[src/rtl/dbus_initiator_pkg.sv]
// Shared data-bus peripheral definitions: request/ack structs, queued command
// entry and the initiator FSM state encoding.
package dbus_initiator_pkg;

  localparam int DBUS_DW = 32;

  typedef struct packed {
    logic [DBUS_DW-1:0] addr;
    logic [DBUS_DW-1:0] w_data;
    logic               w_en;
    logic               req;
  } type_dbus2peri_s;

  typedef struct packed {
    logic               ack;
    logic [DBUS_DW-1:0] r_data;
  } type_peri2dbus_s;

  typedef struct packed {
    logic [DBUS_DW-1:0] addr;
    logic [DBUS_DW-1:0] wdata;
    logic               we;
  } type_dbus_cmd_s;

  typedef enum logic [1:0] {
    IDLE = 2'd0,
    REQ  = 2'd1,
    RSP  = 2'd2
  } type_dbus_init_state_e;

endpackage

[src/rtl/dbus_initiator_if.sv]
// Command, response and peripheral-bus signals of the dbus initiator.
// master = the initiator itself; slave = host agent plus peripheral fabric.
interface dbus_initiator_if;
  import dbus_initiator_pkg::*;

  logic            cmd_valid_i;
  logic            cmd_ready_o;
  logic [31:0]     cmd_addr_i;
  logic [31:0]     cmd_wdata_i;
  logic            cmd_we_i;
  logic            rsp_valid_o;
  logic            rsp_ready_i;
  logic [31:0]     rsp_rdata_o;
  logic            rsp_we_o;
  logic            rsp_err_o;
  logic            peri_sel_o;
  type_dbus2peri_s dbus2peri_o;
  type_peri2dbus_s peri2dbus_i;

  modport master (
    input  cmd_valid_i, cmd_addr_i, cmd_wdata_i, cmd_we_i, rsp_ready_i, peri2dbus_i,
    output cmd_ready_o, rsp_valid_o, rsp_rdata_o, rsp_we_o, rsp_err_o, peri_sel_o, dbus2peri_o
  );

  modport slave (
    output cmd_valid_i, cmd_addr_i, cmd_wdata_i, cmd_we_i, rsp_ready_i, peri2dbus_i,
    input  cmd_ready_o, rsp_valid_o, rsp_rdata_o, rsp_we_o, rsp_err_o, peri_sel_o, dbus2peri_o
  );

endinterface

[src/rtl/dbus_initiator_cmd_fifo.sv]
// Synchronous command FIFO for the dbus initiator; CMD_DEPTH must be a power
// of two so the pointers wrap naturally.
module dbus_cmd_fifo
  import dbus_initiator_pkg::*;
#(
  parameter int CMD_DEPTH = 4
) (
  input  logic           clk,
  input  logic           rst,
  input  logic           push_i,
  input  logic           pop_i,
  input  type_dbus_cmd_s data_i,
  output logic           full_o,
  output logic           empty_o,
  output type_dbus_cmd_s head_o
);

  localparam int PTR_W = $clog2(CMD_DEPTH);
  localparam int CNT_W = PTR_W + 1;

  type_dbus_cmd_s   mem_q [CMD_DEPTH];
  logic [PTR_W-1:0] wr_ptr_q, wr_ptr_d;
  logic [PTR_W-1:0] rd_ptr_q, rd_ptr_d;
  logic [CNT_W-1:0] count_q, count_d;
  logic             do_push, do_pop;

  assign full_o  = (count_q == CNT_W'(CMD_DEPTH));
  assign empty_o = (count_q == '0);
  assign do_push = push_i && !full_o;
  assign do_pop  = pop_i && !empty_o;
  // Head is read asynchronously so the FSM can latch it in the pop cycle.
  assign head_o  = mem_q[rd_ptr_q];

  always_comb begin
    wr_ptr_d = wr_ptr_q;
    rd_ptr_d = rd_ptr_q;
    count_d  = count_q;
    if (do_push) wr_ptr_d = wr_ptr_q + PTR_W'(1);
    if (do_pop)  rd_ptr_d = rd_ptr_q + PTR_W'(1);
    case ({do_push, do_pop})
      2'b10:   count_d = count_q + CNT_W'(1);
      2'b01:   count_d = count_q - CNT_W'(1);
      default: count_d = count_q;
    endcase
  end

  always_ff @(posedge clk) begin
    if (rst) begin
      wr_ptr_q <= '0;
      rd_ptr_q <= '0;
      count_q  <= '0;
    end else begin
      wr_ptr_q <= wr_ptr_d;
      rd_ptr_q <= rd_ptr_d;
      count_q  <= count_d;
    end
  end

  always_ff @(posedge clk) begin
    if (do_push) mem_q[wr_ptr_q] <= data_i;
  end

endmodule

[src/rtl/dbus_initiator.sv]
// Single-outstanding dbus initiator: queued commands become one request each,
// acks are returned in order. Optional request timeout: DBUS_INIT_TIMEOUT_EN.
module dbus_initiator
  import dbus_initiator_pkg::*;
#(
  parameter int CMD_DEPTH      = 4,
  parameter int TIMEOUT_CYCLES = 16
) (
  input  logic             clk,
  input  logic             rst,
  dbus_initiator_if.master bus,
  output logic             busy_o
);

  type_dbus_init_state_e state_q, state_d;
  logic [31:0] addr_q, addr_d;
  logic [31:0] wdata_q, wdata_d;
  logic        we_q, we_d;
  logic        req_q, req_d;
  logic        rsp_valid_q, rsp_valid_d;
  logic [31:0] rsp_rdata_q, rsp_rdata_d;
  logic        rsp_we_q, rsp_we_d;
  logic        rsp_err_q, rsp_err_d;

  logic           fifo_pop, fifo_full, fifo_empty;
  logic           timeout_hit;
  type_dbus_cmd_s fifo_head, fifo_in;

  assign fifo_in = '{addr: bus.cmd_addr_i, wdata: bus.cmd_wdata_i, we: bus.cmd_we_i};

  dbus_cmd_fifo #(.CMD_DEPTH(CMD_DEPTH)) u_cmd_fifo (
    .clk     (clk),
    .rst     (rst),
    .push_i  (bus.cmd_valid_i),
    .pop_i   (fifo_pop),
    .data_i  (fifo_in),
    .full_o  (fifo_full),
    .empty_o (fifo_empty),
    .head_o  (fifo_head)
  );

`ifdef DBUS_INIT_TIMEOUT_EN
  localparam int TO_W = (TIMEOUT_CYCLES > 2) ? $clog2(TIMEOUT_CYCLES) : 1;
  logic [TO_W-1:0] to_cnt_q, to_cnt_d;

  always_comb begin
    to_cnt_d = '0;
    if (state_q == REQ) to_cnt_d = to_cnt_q + TO_W'(1);
  end

  always_ff @(posedge clk) begin
    if (rst) to_cnt_q <= '0;
    else     to_cnt_q <= to_cnt_d;
  end

  assign timeout_hit = (state_q == REQ) && (to_cnt_q == TO_W'(TIMEOUT_CYCLES - 1));
`else
  // Without the timeout the request waits forever; the parameter is inert.
  logic unused_timeout_cfg;
  assign unused_timeout_cfg = (TIMEOUT_CYCLES < 2);
  assign timeout_hit        = 1'b0;
`endif

  always_comb begin
    state_d     = state_q;
    addr_d      = addr_q;
    wdata_d     = wdata_q;
    we_d        = we_q;
    req_d       = req_q;
    rsp_valid_d = rsp_valid_q;
    rsp_rdata_d = rsp_rdata_q;
    rsp_we_d    = rsp_we_q;
    rsp_err_d   = rsp_err_q;
    fifo_pop    = 1'b0;
    case (state_q)
      IDLE: begin
        if (!fifo_empty) begin
          fifo_pop = 1'b1;
          addr_d   = fifo_head.addr;
          wdata_d  = fifo_head.we ? fifo_head.wdata : 32'd0;
          we_d     = fifo_head.we;
          req_d    = 1'b1;
          state_d  = REQ;
        end
      end
      REQ: begin
        // An ack coinciding with the timeout wins, so it is tested first.
        if (bus.peri2dbus_i.ack) begin
          rsp_rdata_d = we_q ? 32'd0 : bus.peri2dbus_i.r_data;
          rsp_err_d   = 1'b0;
          rsp_we_d    = we_q;
          rsp_valid_d = 1'b1;
          req_d       = 1'b0;
          state_d     = RSP;
        end else if (timeout_hit) begin
          rsp_rdata_d = 32'd0;
          rsp_err_d   = 1'b1;
          rsp_we_d    = we_q;
          rsp_valid_d = 1'b1;
          req_d       = 1'b0;
          state_d     = RSP;
        end
      end
      RSP: begin
        if (bus.rsp_ready_i) begin
          rsp_valid_d = 1'b0;
          state_d     = IDLE;
        end
      end
      default: state_d = IDLE;
    endcase
  end

  always_ff @(posedge clk) begin
    if (rst) begin
      state_q     <= IDLE;
      addr_q      <= '0;
      wdata_q     <= '0;
      we_q        <= 1'b0;
      req_q       <= 1'b0;
      rsp_valid_q <= 1'b0;
      rsp_rdata_q <= '0;
      rsp_we_q    <= 1'b0;
      rsp_err_q   <= 1'b0;
    end else begin
      state_q     <= state_d;
      addr_q      <= addr_d;
      wdata_q     <= wdata_d;
      we_q        <= we_d;
      req_q       <= req_d;
      rsp_valid_q <= rsp_valid_d;
      rsp_rdata_q <= rsp_rdata_d;
      rsp_we_q    <= rsp_we_d;
      rsp_err_q   <= rsp_err_d;
    end
  end

  assign bus.cmd_ready_o = !fifo_full;
  assign bus.rsp_valid_o = rsp_valid_q;
  assign bus.rsp_rdata_o = rsp_rdata_q;
  assign bus.rsp_we_o    = rsp_we_q;
  assign bus.rsp_err_o   = rsp_err_q;
  assign bus.peri_sel_o  = req_q;
  assign bus.dbus2peri_o = '{addr: addr_q, w_data: wdata_q, w_en: we_q, req: req_q};
  assign busy_o          = !fifo_empty || (state_q != IDLE);

endmodule

[src/flat_wrapper.sv]
// flat-port wrapper written by rule: the top's interface ports become plain ports
module dbus_initiator_flat import dbus_initiator_pkg::*;
#(
  parameter int CMD_DEPTH      = 4,
  parameter int TIMEOUT_CYCLES = 16
)
  (clk, rst, busy_o, bus_cmd_valid_i, bus_cmd_addr_i, bus_cmd_wdata_i, bus_cmd_we_i, bus_rsp_ready_i, bus_peri2dbus_i, bus_cmd_ready_o, bus_rsp_valid_o, bus_rsp_rdata_o, bus_rsp_we_o, bus_rsp_err_o, bus_peri_sel_o, bus_dbus2peri_o);
  dbus_initiator_if bus_i ();
  input  logic clk;
  input  logic rst;
  output logic busy_o;
  input wire logic [$bits(bus_i.cmd_valid_i)-1:0] bus_cmd_valid_i;
  input wire logic [$bits(bus_i.cmd_addr_i)-1:0] bus_cmd_addr_i;
  input wire logic [$bits(bus_i.cmd_wdata_i)-1:0] bus_cmd_wdata_i;
  input wire logic [$bits(bus_i.cmd_we_i)-1:0] bus_cmd_we_i;
  input wire logic [$bits(bus_i.rsp_ready_i)-1:0] bus_rsp_ready_i;
  input wire logic [$bits(bus_i.peri2dbus_i)-1:0] bus_peri2dbus_i;
  output wire logic [$bits(bus_i.cmd_ready_o)-1:0] bus_cmd_ready_o;
  output wire logic [$bits(bus_i.rsp_valid_o)-1:0] bus_rsp_valid_o;
  output wire logic [$bits(bus_i.rsp_rdata_o)-1:0] bus_rsp_rdata_o;
  output wire logic [$bits(bus_i.rsp_we_o)-1:0] bus_rsp_we_o;
  output wire logic [$bits(bus_i.rsp_err_o)-1:0] bus_rsp_err_o;
  output wire logic [$bits(bus_i.peri_sel_o)-1:0] bus_peri_sel_o;
  output wire logic [$bits(bus_i.dbus2peri_o)-1:0] bus_dbus2peri_o;
  assign bus_i.cmd_valid_i = bus_cmd_valid_i;
  assign bus_i.cmd_addr_i = bus_cmd_addr_i;
  assign bus_i.cmd_wdata_i = bus_cmd_wdata_i;
  assign bus_i.cmd_we_i = bus_cmd_we_i;
  assign bus_i.rsp_ready_i = bus_rsp_ready_i;
  assign bus_i.peri2dbus_i = bus_peri2dbus_i;
  assign bus_cmd_ready_o = bus_i.cmd_ready_o;
  assign bus_rsp_valid_o = bus_i.rsp_valid_o;
  assign bus_rsp_rdata_o = bus_i.rsp_rdata_o;
  assign bus_rsp_we_o = bus_i.rsp_we_o;
  assign bus_rsp_err_o = bus_i.rsp_err_o;
  assign bus_peri_sel_o = bus_i.peri_sel_o;
  assign bus_dbus2peri_o = bus_i.dbus2peri_o;
  dbus_initiator #(.CMD_DEPTH(CMD_DEPTH), .TIMEOUT_CYCLES(TIMEOUT_CYCLES)) u_core (.clk(clk), .rst(rst), .bus(bus_i), .busy_o(busy_o));
endmodule
[config.mk]
export PLATFORM = sky130hd
export DESIGN_NAME = dbus_initiator_flat
export DESIGN_NICKNAME = d
export VERILOG_FILES = /design/src/rtl/dbus_initiator_pkg.sv /design/src/rtl/dbus_initiator_if.sv /design/src/rtl/dbus_initiator_cmd_fifo.sv /design/src/rtl/dbus_initiator.sv /design/src/flat_wrapper.sv
export SDC_FILE = /design/constraint.sdc
export NUM_CORES = 1
export LEC_CHECK = 0
export ABC_AREA = 1
export CAP_MARGIN = 20
export CORE_ASPECT_RATIO = 0.75
export CORE_MARGIN = 2
export CORE_UTILIZATION = 40
export DETAILED_ROUTE_END_ITERATION = 7
export PLACE_DENSITY = 0.68
export SLEW_MARGIN = 20
export SYNTH_ARGS = -nofsm -noshare
export SYNTH_HDL_FRONTEND = slang
export SYNTH_SLANG_ARGS = --single-unit
[constraint.sdc]
create_clock -name clk -period 5.7 [get_ports clk]
set_input_delay 0.855 -clock clk [delete_from_list [all_inputs] [get_ports clk]]
set_output_delay 0.855 -clock clk [all_outputs]
set_load 0.01 [all_outputs]
==> results_dict.tcl, run 1 <==
set metrics [dict create \
    hold_path_class "reg -> reg" \
    synth_top_family_by_area "simple AND/OR/NAND/NOR gates" \
    crit_path_start_kind "input port" \
    maxCapViolCount 0 \
    port_buffers 204 \
    hold_depth 2 \
    diodes 0 \
    reg2reg_to "u_core.u_cmd_fifo.mem_q[1][40]" \
    arrival_ns 2.93 \
    hold_violations 0 \
    rr_worst_depth 5 \
    syn_inst 1306 \
    synth.net_count 1414 \
    max_freq_mhz 359 \
    io_pins 206 \
    fin_area_sq_um 17900 \
    synth_fa_ha_area_share_pct 0.578 \
    reg2reg_from "u_core.u_cmd_fifo.count_q[1]" \
    dp_hpwl_mm 20.6 \
    n_fill_cell 3026 \
    post-route-drc-count 0 \
    drt_wl_total_mm 33.7 \
    cellPowerDensity_nw_per_um2 473 \
    place.gp.congestion 0.742 \
    synth-compound-area-share_pct 8.21 \
    crit_family "buffers and inverters" \
    worstSetupPathType "in -> reg" \
    synth_xor_xnor_area_share_pct 0 \
    critical_path_required_ns 5.85 \
    seq_area_sq_um 10000 \
    mostFrequentLayoutCells "260 x edfxtp_1, 213 x nand2_1, 203 x clkdlybuf4s50_1" \
    synth_seq_area_share_pct 70.1 \
    worstMarginPinSlew_ns 1.05 \
    yosys.area_share.simple_pct 13.8 \
    hold_path_end "u_core.bus.rsp_valid_o" \
    grt-ovfl-total 0 \
    h-tree-depth 2 \
    track_usage_pct 17.9 \
    via_per_inst 4.98 \
    fin_skew_ns 0.00640 \
    cp_num_buf_inv 2 \
    clk_pin_slew_ns 0.06 \
    fin_crit_ns 2.79 \
    cts_made_buffers 38 \
    fin_nets 1591 \
    final_common_cell "edfxtp_1" \
    synth_cell_types 24 \
    synthMuxAreaShare_pct 0 \
    clock_latency_ns 0.52 \
    netlist_area_sq_um 14300 \
    cts_resized 0 \
    ff2ff_setup_slack_ns 3.18 \
    route.detailed.wl_per_inst_um 17.1 \
    die_area_sq_um 37300 \
    rsz0062_at_grt "no" \
    end_kind "flop" \
    route.antenna.remaining_nets 0 \
    std_cell_rows 59 \
    drive_above_1_share_pct 5.36 \
    worst_slack_ns 2.91 \
    drt-initial-drc-count 728 \
    cts_sinks 371 \
    dr_total_vias 9797 \
    placed_cell_area_sq_um 16600 \
    outcome "complete, no violations" \
    post-route-period-util_pct 48.9 \
    die_w_um 222 \
    cts_tree "done" \
    place_ws_ns 2.35 \
    slew_headroom_pct 29.9 \
    holdBufCountCts 0 \
    ir_drop_mv 0.271 \
    cts-root-buf "clkbuf_16" \
    postCtsSetupBuffers 0 \
    crit_start "bus_cmd_valid_i" \
    die_y_um 168 \
    synth-seq-cells 371 \
    grt_max_degree 111 \
    initial_utilization_pct 40.9 \
    avgSynthCellArea_sq_um 10.9 \
    timing.final.max_slew_violations 0 \
    max_stage_delay_ns 0.70 \
    slowest_stage "buf_4" \
    ys_warn_count 0 \
    antenna_found_initial 4 \
    multi_input_area_sq_um 3270 \
    path_max_fanout 50 \
    p_leak_uw 0.00678 \
    area_growth_pct 25.0 \
    setup_tns_ns 0 \
    grt_pass1_vias 9583 \
    clockBufferDepth 3 \
    setup_viol 0 \
    grt_pass1_wl_mm 52.6 \
    cp_cell_sequence "clkdlybuf4s50_1 > nand2_1 > nor2_4 > buf_4" \
    core_area_sq_um 34900 \
    min_from "u_core.bus.rsp_valid_o" \
    firstDrtPassIters 5 \
]
Yosys cell counts, drive strengths merged:
| cell type | n | area share [%] |
|---|---|---|
| conb | 1 | 0.026 |
| clkbuf | 27 | 0.74 |
| nand3b | 1 | 0.053 |
| nand3 | 101 | 3.5 |
| fa | 1 | 0.14 |
| dfxtp | 111 | 16 |
| ha | 5 | 0.44 |
| a22oi | 30 | 1.6 |
| buf | 53 | 2.6 |
| o21ai | 101 | 3.5 |
| a21oi | 47 | 1.6 |
| edfxtp | 260 | 55 |
| o22ai | 32 | 1.4 |
| a211oi | 1 | 0.053 |
| nand2 | 215 | 5.7 |
| inv | 150 | 3.9 |
| nor2 | 170 | 4.5 |
area by class of cell:
| class | instances | area share [%] |
|---|---|---|
| sequential | 371 | 56.1 |
| multi-input combinational | 705 | 18.3 |
| timing repair buffer | 217 | 12.0 |
| clock buffer | 54 | 6.07 |
| tap | 457 | 3.20 |
| inverter | 150 | 3.16 |
| clock inverter | 15 | 1.12 |
worst max-delay path by stage:
stage	depth (start not counted)	to	slack (ns)
after detailed placement	4	u_core.u_cmd_fifo.mem_q[1][19]	2.35
after CTS	4	u_core.u_cmd_fifo.mem_q[1][26]	2.89
final	4	u_core.u_cmd_fifo.mem_q[1][40]	2.91
after floorplan	2	u_core.u_cmd_fifo.mem_q[0][0]	1.46
after global routing	4	u_core.u_cmd_fifo.mem_q[1][54]	2.80
after global placement	4	u_core.u_cmd_fifo.mem_q[1][60]	2.39
metal layers:
layer	up-vias	global-route usage, %	part of all wire [%]
li1	4744	-	-
met1	4684	23.7	44
met2	300	29.2	46
met3	61	4.86	7.7
met4	8	4.88	2.1
met5	-	0	0.13
cells by family (layout without fill, tap and decap cells):
logic type	after synthesis	after routing
adder cells (fa/ha/maj)	6	6
AND/OR/NAND/NOR	487	487
AO/OA/AOI/OAI	211	211
other	1	1
buffers and inverters	230	436
flip-flops	371	371
worst register-to-register path: cells and delay by family (launching register included):
family                 cells  cell delay, ns
flip-flops                 1            0.37
buffers and inverters      1            0.70
AND/OR/NAND/NOR            4            1.05
report_power, final:
part           internal [uW]  leakage [uW]  switching [uW]  total [uW]
Clock                   1550      0.000630             994        2550
Sequential              3310       0.00329             167        3480
Combinational            896       0.00285            1530        2430
Total                   5760       0.00678            2690        8450
registers in the layout, indices dropped and copies added (netlist names), named ones only:
register                    cells
u_core.u_cmd_fifo.rd_ptr_q      2
u_core.u_cmd_fifo.wr_ptr_q      2
u_core.u_cmd_fifo.mem_q       260
u_core.bus.peri_sel_o           1
u_core.bus.rsp_rdata_o         32
u_core.bus.rsp_we_o             1
u_core.state_q                  2
u_core.u_cmd_fifo.count_q       3
u_core.wdata_q                 32
u_core.bus.rsp_valid_o          1
u_core.addr_q                  32
u_core.we_q                     1
per-stage QoR:
| step | utilization [%] | hold slack [ns] | power, uW | std cells |
|---|---|---|---|---|
| 6_report | 51.2 | 0.461 | 8450 | 1969 |
| 5_1_grt | 51.2 | 0.481 | 8960 | 1969 |
| 4_1_cts | 51.2 | 0.465 | 8560 | 1969 |
| 3_5_place_dp | 47.5 | 0.449 | 5990 | 1900 |
| 3_3_place_gp | 47.5 | 0.440 | 5930 | 1900 |
| 2_1_floorplan | - | 0.433 | 5080 | 1306 |
(Power assumes the default switching activity.)
==> run 2, diff against run 1 <==
clock period = 2.9 ns   (was 5.7 ns; I/O delays follow)
==> run 2 against run 1 <==
Against the previous run:
- sequential power up 98%
- global-route usage is 0.095 points lower
- non-clock buffer count is 10 higher
- core utilization up 0.48 points
- sequential share of layout area down 0.52 points
- die area unchanged
- first-iteration DRC count decreased by 8.7%
- critical path depth decreased by 1
- cell count increased by 0.51%
- count of clock-buffer cells in the layout decreased by 4
==> results_dict.tcl, run 2 (synthesized netlist as in run 1, its figures left out) <==
set metrics [dict create \
    outcome "complete, no violations" \
    switchingPower_uw 5320 \
    arrival_ns 1.90 \
    std_cell_rows 59 \
    dp_hpwl_mm 20.2 \
    cp_cell_sequence "nor2_1 > nand3_1 > clkdlybuf4s50_1" \
    ir_drop_mv 0.546 \
    initial_utilization_pct 40.9 \
    setup_viol 0 \
    n_fill_cell 3075 \
    regMostFlops "u_core.u_cmd_fifo.mem_q" \
    core_area_sq_um 34900 \
    dr_total_vias 9727 \
    slew_headroom_pct 38.5 \
    port_buffers 204 \
    hold_violations 0 \
    cts-root-buf "clkbuf_16" \
    cellPowerDensity_nw_per_um2 934 \
    finalNonFillerCells 1979 \
    path_max_fanout 4 \
    grt-ovfl-total 0 \
    crit_family "simple AND/OR/NAND/NOR gates" \
    route.antenna.remaining_nets 0 \
    die_w_um 222 \
    clockBufferDepth 3 \
    drive_above_1_share_pct 5.98 \
    p_clk_share_pct 30.9 \
    p_leak_uw 0.00686 \
    hold_path_class "reg -> reg" \
    worstSetupPathType "reg -> out" \
    max_freq_mhz 428 \
    fin_nets 1601 \
    postCtsSetupBuffers 0 \
    cts_made_buffers 38 \
    worst_slack_ns 0.563 \
    cts_resized 0 \
    die_y_um 168 \
    fin_skew_ns 0.00792 \
    h-tree-depth 2 \
    post-route-drc-count 0 \
    maxCapViolCount 0 \
    max_stage_delay_ns 0.51 \
    critical_path_required_ns 2.47 \
    power_frac_comb_pct 28.2 \
    rsz0062_at_grt "no" \
    grt_max_degree 83 \
    firstDrtPassIters 5 \
    track_usage_pct 17.8 \
    post-route-period-util_pct 80.6 \
    antenna_found_initial 2 \
    cts_sinks 371 \
    grt_pass1_vias 9504 \
    slowest_stage "clkdlybuf4s50_1" \
    hold_depth 2 \
    largest_register_ffs 260 \
    clk_pin_slew_ns 0.06 \
    timing.final.max_slew_violations 0 \
    final_common_cell "edfxtp_1" \
    clock_latency_ns 0.53 \
    cp_num_buf_inv 1 \
    drt-initial-drc-count 665 \
    place.gp.congestion 0.771 \
    dp_cells 1910 \
    seqPwrFrac_pct 40.9 \
    grt_pass1_wl_mm 52.3 \
    via_per_inst 4.92 \
    area_growth_pct 26.2 \
    holdBufCountCts 0 \
    cts_tree "done" \
    place_ws_ns 0.713 \
    ff2ff_setup_slack_ns 0.79 \
    mostFrequentLayoutCells "260 x edfxtp_1, 213 x nand2_1, 203 x clkdlybuf4s50_1" \
    diodes 0 \
    end_kind "output port" \
    route.detailed.wl_per_inst_um 16.9 \
    min_from "u_core.u_cmd_fifo.rd_ptr_q[1]" \
    fin_crit_ns 2.34 \
    crit_path_start_kind "flop" \
    worstMarginPinSlew_ns 0.921 \
    io_pins 206 \
    die_area_sq_um 37300 \
    p_int_uw 11500 \
    drt_wl_total_mm 33.5 \
    p_sw_share_pct 31.6 \
    reg2reg_to "u_core.wdata_q[0]" \
    rr_worst_depth 7 \
]
==> run 2: stage by stage <==
stage	hold WS [ns]	setup TNS (ns)	utilization (%)	instance area, sq um	power, uW
4_1_cts	0.450	0	51.7	18000	17100
5_1_grt	0.476	0	51.7	18000	17900
6_report	0.456	0	51.7	18000	16900
3_3_place_gp	0.437	0	47.9	16700	11700
3_5_place_dp	0.449	0	47.9	16700	11800
2_1_floorplan	0.433	-262.22	-	14300	9980
==> run 2: final cells by class <==
type | instances | area [sq um] | area share, %
flip-flops and latches | 371 | 10000 | 55.6
clock inverters | 19 | 262 | 1.45
multi-input cells | 705 | 3270 | 18.1
well taps | 457 | 572 | 3.17
clock buffers | 50 | 1070 | 5.93
repair buffers | 227 | 2270 | 12.6
inverters | 150 | 566 | 3.13
==> run 2: metal layers <==
metal | global-route usage (%) | routed length (um)
met1 | 23.6 | 15000
met2 | 29.8 | 15800
met3 | 3.76 | 2030
met4 | 4.96 | 614
met5 | 0 | 27
==> run 2: worst max path at each step <==
stage                                      to                          from  slack [ns]  cells past startpoint
6_report                               busy_o             u_core.state_q[1]        0.56                      3
3_5_place_dp   u_core.u_cmd_fifo.mem_q[1][54]               bus_cmd_valid_i        0.71                      5
5_1_grt                                busy_o             u_core.state_q[1]        0.50                      3
2_1_floorplan   u_core.u_cmd_fifo.mem_q[0][0]  u_core.u_cmd_fifo.count_q[1]       -1.01                      4
3_3_place_gp   u_core.u_cmd_fifo.mem_q[1][54]               bus_cmd_valid_i        0.73                      5
4_1_cts                                busy_o             u_core.state_q[1]        0.52                      3
==> run 2: power groups by stage <==
stage	registers, uW	logic [uW]	clock network [uW]
2_1_floorplan	7080	2900	0
3_3_place_gp	6990	4750	0
3_5_place_dp	7010	4820	0
4_1_cts	6910	4850	5320
5_1_grt	6980	5330	5540
6_report	6890	4760	5200
==> run 2: tightest hold or removal path, cell delays in order (launching register included) <==
cell and delay [ns]:
dfxtp_1 0.31, inv_1 0.05, a21oi_1 0.06
==> run 3, diff against run 2 <==
clock period = 2.3 ns   (was 2.9 ns; I/O delays follow)
==> run 3 against run 2 <==
Against the previous run:
- global-route usage about the same
- non-clock buffer count increased by 3
- core utilization decreased by 0.15 points
- total power increased by 24%
- clock power increased by 17%
- highest routed layer unchanged
==> results_dict.tcl, run 3 (synthesized netlist as in run 1, its figures left out) <==
set metrics [dict create \
    setup_viol 0 \
    maxCapViolCount 0 \
    die_w_um 222 \
    track_usage_pct 17.8 \
    worstMarginPinSlew_ns 0.871 \
    p_sw_share_pct 32.4 \
    power_frac_comb_pct 29.8 \
    largest_register_ffs 260 \
    port_buffers 204 \
    max_freq_mhz 468 \
    cts_made_buffers 38 \
    mostFrequentLayoutCells "260 x edfxtp_1, 213 x nand2_1, 203 x clkdlybuf4s50_1" \
    dr_total_vias 9734 \
    rsz0062_at_grt "no" \
    reg2reg_to "u_core.u_cmd_fifo.rd_ptr_q[0]" \
    p_int_uw 14100 \
    initial_utilization_pct 40.9 \
    timing.final.max_slew_violations 0 \
    post-route-drc-count 0 \
    hold_path_end "u_core.wdata_q[20]" \
    firstDrtPassIters 5 \
    die_y_um 168 \
    grt_pass1_wl_mm 52.3 \
    std_cell_rows 59 \
    route.detailed.wl_per_inst_um 16.8 \
    clk_pin_slew_ns 0.07 \
    drt_wl_total_mm 33.3 \
    h-tree-depth 2 \
    total_power_uw 20900 \
    hold_depth 3 \
    seqPwrFrac_pct 41.2 \
    area_growth_pct 25.8 \
    drt-initial-drc-count 641 \
    critical_path_required_ns 1.96 \
    fin_nets 1604 \
    regMostFlops "u_core.u_cmd_fifo.mem_q" \
    end_kind "output port" \
    dp_hpwl_mm 19.7 \
    route.antenna.remaining_nets 0 \
    worstSetupPathType "reg -> out" \
    grt_pass1_vias 9457 \
    min_from "rst" \
    ir_drop_mv 0.651 \
    switchingPower_uw 6760 \
    arrival_ns 1.79 \
    p_clk_share_pct 29.0 \
    antenna_found_initial 2 \
    outcome "complete, no violations" \
    cts_tree "done" \
    path_max_fanout 4 \
    core_area_sq_um 34900 \
    clockBufferDepth 3 \
    crit_path_start_kind "flop" \
    fin_skew_ns 0.0146 \
    holdBufCountCts 0 \
    grt-ovfl-total 0 \
    cellPowerDensity_nw_per_um2 1160 \
    slew_headroom_pct 41.9 \
    hold_violations 0 \
    drive_above_1_share_pct 6.56 \
    rr_worst_depth 6 \
    p_leak_uw 0.00684 \
    ff2ff_setup_slack_ns 0.46 \
    cts_sinks 371 \
    io_pins 206 \
    clock_latency_ns 0.53 \
    hold_path_class "in -> reg" \
    grt_max_degree 75 \
    place.gp.congestion 0.747 \
    via_per_inst 4.91 \
    cts-root-buf "clkbuf_16" \
    post-route-period-util_pct 92.9 \
    setup_tns_ns 0 \
    fin_crit_ns 2.14 \
    final_common_cell "edfxtp_1" \
    reg2reg_from "u_core.state_q[1]" \
    die_area_sq_um 37300 \
    diodes 0 \
]
## run 3: cell count changes in the layout (fill, tap and decap cells not counted), sizes merged
cell / previous run / this run
buf: 24 / 27
clkinvlp: 0 / 2
clkinv: 12 / 10
bufinv: 7 / 2
clkbuf: 50 / 54
inv: 150 / 151
## run 3: final cells by class
cell class	count	area, sq um
clock inverter	15	136
fill	3052	16900
timing repair buffer	230	2310
multi-input combinational	705	3270
inverter	150	566
tap	457	572
sequential	371	10000
clock buffer	54	1100
## run 3: power by group through the flow
stage | combinational, uW | sequential, uW | clock, uW
final | 6210 | 8600 | 6060
after global routing | 6940 | 8710 | 6460
after CTS | 6320 | 8610 | 6210
after detailed placement | 6290 | 8740 | 0
after global placement | 6210 | 8710 | 0
after floorplan | 3660 | 8910 | 0
## run 3: timing repair
item | 4_1_cts | 5_1_grt
setup buffers | 0 | 0
setup endpoints to repair | 0 | 1
resized for setup | 0 | 1
## run 3: critical path, cell delays in order (launching register included)
cell and delay [ns]:
dfxtp_1 0.35, nor2_2 0.24, nand3_1 0.16, clkdlybuf4s50_1 0.52
## run 3: worst max-delay path by stage
stage                                       from                       endpoint  slack (ns)  cells past startpoint
floorplan           u_core.u_cmd_fifo.count_q[1]  u_core.u_cmd_fifo.mem_q[0][0]       -0.56                      4
global route                   u_core.state_q[1]                         busy_o        0.08                      3
finish                         u_core.state_q[1]                         busy_o        0.16                      3
CTS                            u_core.state_q[1]                         busy_o        0.02                      3
detailed placement               bus_cmd_valid_i   u_core.u_cmd_fifo.count_q[2]        0.28                     10
global placement                 bus_cmd_valid_i   u_core.u_cmd_fifo.count_q[2]        0.22                     10
## run 3: per-stage QoR
stage	area [sq um]	utilization (%)	setup WS, ns	std cells	hold WS (ns)
3_3_place_gp	16700	48.0	0.223	1913	0.434
6_report	18000	51.5	0.163	1982	0.293
2_1_floorplan	14300	-	-0.563	1306	0.433
5_1_grt	18000	51.5	0.0839	1982	0.305
4_1_cts	18000	51.5	0.0244	1982	0.266
3_5_place_dp	16700	48.0	0.278	1913	0.450
## run 3: layer usage
layer	GRT usage [%]	up-vias	routed length [um]
met5	0	-	27
met4	4.96	4	644
met3	3.84	50	1940
met2	28.8	269	15300
met1	24.4	4655	15400
li1	-	4756	-
